--- config.mk ---
export PLATFORM = sky130hd
export DESIGN_NAME = acl_sequencer
export DESIGN_NICKNAME = d
export VERILOG_FILES = /design/src/rtl/acl_sequencer.sv
export SDC_FILE = /design/constraint.sdc
export NUM_CORES = 1
export LEC_CHECK = 0
export ABC_AREA = 1
export BUFFER_PORTS_ARGS = -buffer_cell sky130_fd_sc_hd__buf_2
export CAP_MARGIN = 0
export CORE_MARGIN = 4
export CORE_UTILIZATION = 35
export CTS_CLUSTER_SIZE = 12
export DETAILED_ROUTE_END_ITERATION = 10
export SETUP_SLACK_MARGIN = 0.02
export SYNTH_ARGS = -nofsm -noshare
export SYNTH_HDL_FRONTEND = slang
export SYNTH_SLANG_ARGS = --single-unit
export TNS_END_PERCENT = 5
--- constraint.sdc ---
create_clock -name clk -period 6.2 [get_ports clk]
set_input_delay 0.93 -clock clk [delete_from_list [all_inputs] [get_ports clk]]
set_output_delay 0.93 -clock clk [all_outputs]
set_load 0.05 [all_outputs]
--- src/rtl/acl_sequencer.sv ---
// acl_sequencer: ADXL362 init (soft reset, settle, measure mode) then periodic X/Y/Z reads via the SPI engine.
// Define ACL_TEMP_EN to add a temperature read (0x14) and the temp_data port.
module acl_sequencer #(
    parameter int SETTLE_CYC  = 1000,
    parameter int SAMPLE_DIV  = 100000,
    parameter int TIMEOUT_CYC = 4096
) (
    input  logic       clk,
    input  logic       rst,
    input  logic       enable,
    output logic       spi_load,
    output logic [7:0] spi_instr,
    output logic [7:0] spi_addr,
    output logic [7:0] spi_wdata,
    input  logic       spi_done,
    input  logic [7:0] spi_rdata,
    output logic [7:0] x_data,
    output logic [7:0] y_data,
    output logic [7:0] z_data,
`ifdef ACL_TEMP_EN
    output logic [7:0] temp_data,
`endif
    output logic       sample_valid,
    output logic       init_done,
    output logic       err
);
    localparam int SW = $clog2(SETTLE_CYC + 1);
    localparam int DW = $clog2(SAMPLE_DIV);
    localparam int TW = $clog2(TIMEOUT_CYC + 1);

    typedef enum logic [3:0] {
        S_SRST, S_SETTLE, S_PWR, S_IDLE, S_RDX, S_RDY, S_RDZ,
`ifdef ACL_TEMP_EN
        S_RDT,
`endif
        S_PUB, S_ERR
    } state_t;

    state_t        state;
    logic          pending;
    logic [SW-1:0] settle_cnt;
    logic [DW-1:0] div_cnt;
    logic [TW-1:0] tmo;
    logic [7:0]    sh_x, sh_y;
`ifdef ACL_TEMP_EN
    logic [7:0]    sh_z;
`endif
    logic          is_cmd, tick;
    logic [7:0]    cmd_instr, cmd_addr, cmd_wdata;

    assign tick = init_done && div_cnt == DW'(SAMPLE_DIV - 1);

    always_comb begin
        is_cmd    = 1'b1;
        cmd_instr = 8'h0B;
        cmd_addr  = 8'h00;
        cmd_wdata = 8'h00;
        case (state)
            S_SRST: begin cmd_instr = 8'h0A; cmd_addr = 8'h1F; cmd_wdata = 8'h52; end
            S_PWR:  begin cmd_instr = 8'h0A; cmd_addr = 8'h2D; cmd_wdata = 8'h02; end
            S_RDX:  cmd_addr = 8'h08;
            S_RDY:  cmd_addr = 8'h09;
            S_RDZ:  cmd_addr = 8'h0A;
`ifdef ACL_TEMP_EN
            S_RDT:  cmd_addr = 8'h14;
`endif
            default: is_cmd = 1'b0;
        endcase
    end

    // The last read of a set publishes directly so sample_valid lands one cycle after its done.
    always_ff @(posedge clk or posedge rst) begin
        if (rst) begin
            state        <= S_SRST;
            pending      <= 1'b0;
            settle_cnt   <= '0;
            div_cnt      <= '0;
            tmo          <= '0;
            sh_x         <= 8'h00;
            sh_y         <= 8'h00;
`ifdef ACL_TEMP_EN
            sh_z         <= 8'h00;
            temp_data    <= 8'h00;
`endif
            spi_load     <= 1'b0;
            spi_instr    <= 8'h00;
            spi_addr     <= 8'h00;
            spi_wdata    <= 8'h00;
            x_data       <= 8'h00;
            y_data       <= 8'h00;
            z_data       <= 8'h00;
            sample_valid <= 1'b0;
            init_done    <= 1'b0;
            err          <= 1'b0;
        end else begin
            spi_load     <= 1'b0;
            sample_valid <= 1'b0;
            div_cnt      <= (!init_done || tick) ? '0 : div_cnt + 1'b1;
            if (is_cmd && !pending) begin
                spi_load  <= 1'b1;
                spi_instr <= cmd_instr;
                spi_addr  <= cmd_addr;
                spi_wdata <= cmd_wdata;
                pending   <= 1'b1;
                tmo       <= '0;
            end else if (is_cmd) begin
                if (spi_done) begin
                    pending <= 1'b0;
                    case (state)
                        S_SRST: state <= S_SETTLE;
                        S_PWR: begin init_done <= 1'b1; state <= S_IDLE; end
                        S_RDX: begin sh_x <= spi_rdata; state <= S_RDY; end
                        S_RDY: begin sh_y <= spi_rdata; state <= S_RDZ; end
`ifdef ACL_TEMP_EN
                        S_RDZ: begin sh_z <= spi_rdata; state <= S_RDT; end
                        S_RDT: begin
                            x_data       <= sh_x;
                            y_data       <= sh_y;
                            z_data       <= sh_z;
                            temp_data    <= spi_rdata;
                            sample_valid <= 1'b1;
                            state        <= S_PUB;
                        end
`else
                        S_RDZ: begin
                            x_data       <= sh_x;
                            y_data       <= sh_y;
                            z_data       <= spi_rdata;
                            sample_valid <= 1'b1;
                            state        <= S_PUB;
                        end
`endif
                        default: state <= S_ERR;
                    endcase
                end else if (tmo == TW'(TIMEOUT_CYC - 1)) begin
                    pending <= 1'b0;
                    err     <= 1'b1;
                    state   <= S_ERR;
                end else begin
                    tmo <= tmo + 1'b1;
                end
            end else begin
                case (state)
                    S_SETTLE: begin
                        settle_cnt <= (settle_cnt == SW'(SETTLE_CYC - 1)) ? '0 : settle_cnt + 1'b1;
                        state      <= (settle_cnt == SW'(SETTLE_CYC - 1)) ? S_PWR : S_SETTLE;
                    end
                    S_IDLE:  state <= (tick && enable) ? S_RDX : S_IDLE;
                    S_PUB:   state <= S_IDLE;
                    default: state <= state;
                endcase
            end
        end
    end
endmodule

==> reports/qor.txt <==
PD cells = 238 mW/mm2
worst-path fanout max = 41
Slew Limit Fails = 0
antenna fix cells = 0
worst min path class = flip-flop to flip-flop
maxcap violations = 0
final setup fails = 0
Reg-to-Reg Start = state[2]
#FFs+latches synth = 98
clk sinks = 98
fmax = 0.467 GHz
CTS tree = built
fin cells = 778
Max VDD drop = 0.145 mV
layout cell share with drive strength beyond 1 = 15.5%
final RePlAce weighted congestion = 0.849
post-synthesis sequential area ratio = 52.5%
Nets = 616
WP data required = 6430 ps
Die X = 123 um
kind of end point of the critical path = flip-flop
period utilisation layout = 34.5%
Placeable Area = 0.0128 mm2
Skew-Pair Late Insertion Delay = 340 ps
setup TNS = 0 ps
most common cell after layout, fill and taps aside = nand2_1
crit path kind = flip-flop to flip-flop
nature of the critical path startpoint = flip-flop
Inst Count DP = 762
DR vias/cell = 4.62
most frequent cells in the layout = 121 x nand2_1, 98 x dfrtp_1, 61 x inv_1
Pre-antenna DRT Iters = 4
status = finished clean
vias = 3598
post-layout min period = 2140 ps
Area Overhead vs Synth = 14.2%
post_cts resized = 0
CTS buffer count = 9
drt drc = 0
DR WL/cell = 12.4 um
Worst Skew = 6.87 ps
vias in the first global route = 3587
Final Hold Fails = 0
Post-CTS Hold Buffers = 0
All-Layer GR Usage = 13.4%
normalized max-slew margin = 26.5%
flop2flop setup slack = 4060 ps
row count = 41
hold_sp = spi_addr[3]
Synth Area per Inst = 8.44 um2
IO Pins = 64
Pleak = 2.69 nW
drt total wl = 9.63 mm
post-detail-place hpwl = 7.01 mm
die extent in y = 123 um
synth warn = 0
Synth cell types = 32
RSZ-0062 raised after global routing = no
Crit. Startpoint = state[2]
Initial Util = 36.4%
largest net degree at the start of global routing = 88
Final ANT Viol Nets = 0
antenna violations before repair = 0
DR iter-0 viols = 305
I/O Buffers = 51
Post-CTS Setup Inserts = 0
clock buffer depth = 2
grt ovf = 0
global-route wire length before repair = 16.3 mm
Syn Inst Count = 553
worst-margin pin slew = 1100 ps
Root Buffer = clkbuf_16
clock transition at the registers of the reported paths = 70 ps
Die ar. = 0.0152 mm2
H-tree depth = 3
Crit path arrival time = 2370 ps
mapped cell area = 0.00467 mm2
cell usage after synthesis (all sizes together):
| master | n | area share, % |
|---|---|---|
| nand2 | 131 | 12 |
| dfrtp | 98 | 53 |
| inv | 63 | 5.1 |
| nor2 | 60 | 4.9 |
| o21ai | 49 | 5.9 |
| nand3 | 38 | 4.2 |
| nor3 | 30 | 3.2 |
| buf | 25 | 3.8 |
| a21oi | 14 | 1.7 |
| nand4 | 11 | 1.5 |
| xor2 | 11 | 2.1 |
| nor3b | 5 | 0.80 |
| ha | 3 | 0.80 |
| or2 | 3 | 0.40 |
| clkbuf | 2 | 0.16 |
| clkinv | 2 | 0.16 |
| o21bai | 2 | 0.32 |
| o31ai | 2 | 0.32 |
| a311oi | 1 | 0.19 |
| conb | 1 | 0.080 |
| o22ai | 1 | 0.13 |
| xnor2 | 1 | 0.19 |
per-stage QoR:
stage | power, mW | worst slack [ps] | area [um2] | hold WS (ps) | utilization [%]
after floorplan | 0.685 | 2710 | 4710 | 442 | -
after global placement | 0.690 | 3980 | 5010 | 453 | 39.1
after detailed placement | 0.690 | 3960 | 5010 | 460 | 39.1
after CTS | 1.29 | 4070 | 5330 | 477 | 41.6
after global routing | 1.31 | 3890 | 5330 | 482 | 41.6
final | 1.27 | 4060 | 5330 | 474 | 41.6
cell families after synthesis:
| logic type | share of synthesized area (%) |
|---|---|
| AO/OA/AOI/OAI | 8.61 |
| flip-flops | 52.5 |
| buffers and inverters | 9.20 |
| XOR/XNOR | 2.25 |
| adder cells (fa/ha/maj) | 0.804 |
| other | 0.0804 |
| AND/OR/NAND/NOR | 26.5 |
routing by layer:
| layer | wire [um] | GRT usage, % | vias to the layer above |
|---|---|---|---|
| met1 | 4470 | 16.8 | 1688 |
| met2 | 4670 | 22.6 | 53 |
| met5 | 0 | 0 | - |
| met4 | 144 | 4.71 | 0 |
| li1 | - | - | 1846 |
| met3 | 340 | 3.06 | 11 |
final timing paths:
kind,end,depth (start not counted)
setup / recovery,y_data[1],9
hold / removal,spi_addr[3],1
setup reg to reg,y_data[1],9
hold reg to reg,spi_addr[3],1
max in group asynchronous,z_data[4],3
min in group asynchronous,div_cnt[3],2
cell type report:
| type | instances | area [um2] |
|---|---|---|
| Clock buffer | 10 | 229 |
| Clock inverter | 6 | 90.1 |
| Fill cell | 1292 | 7490 |
| Inverter | 65 | 246 |
| Multi-Input combinational cell | 374 | 1830 |
| Sequential cell | 98 | 2450 |
| Tap cell | 172 | 215 |
| Timing Repair Buffer | 53 | 270 |
worst max-delay path: stages (launching register included):
cell      delay [ps]
dfrtp_1          440
nor2_2           240
nand2_4          110
nand2_4          100
nand2_4          170
nand4_1          130
buf_4            340
clkinv_1         300
nand2_1          120
nand2_1           60
power by group:
| group | total (mW) | leakage, nW | internal [mW] | switching, mW |
|---|---|---|---|---|
| registers | 0.639 | 1.28 | 0.639 | 0 |
| logic | 0.0375 | 1.26 | 0.00370 | 0.0338 |
| clock network | 0.594 | 0.153 | 0.355 | 0.239 |
| total | 1.27 | 2.69 | 0.998 | 0.273 |
sequential cells by signal, indices dropped and copies added, names as in the netlist:
name / count
div_cnt: 17
tmo: 13
settle_cnt: 10
sh_x: 8
sh_y: 8
x_data: 8
y_data: 8
z_data: 8
spi_addr: 6
state: 4
spi_instr: 2
err: 1
init_done: 1
pending: 1
sample_valid: 1
spi_load: 1
spi_wdata: 1
No activity file was read; power rests on OpenSTA's default activity.
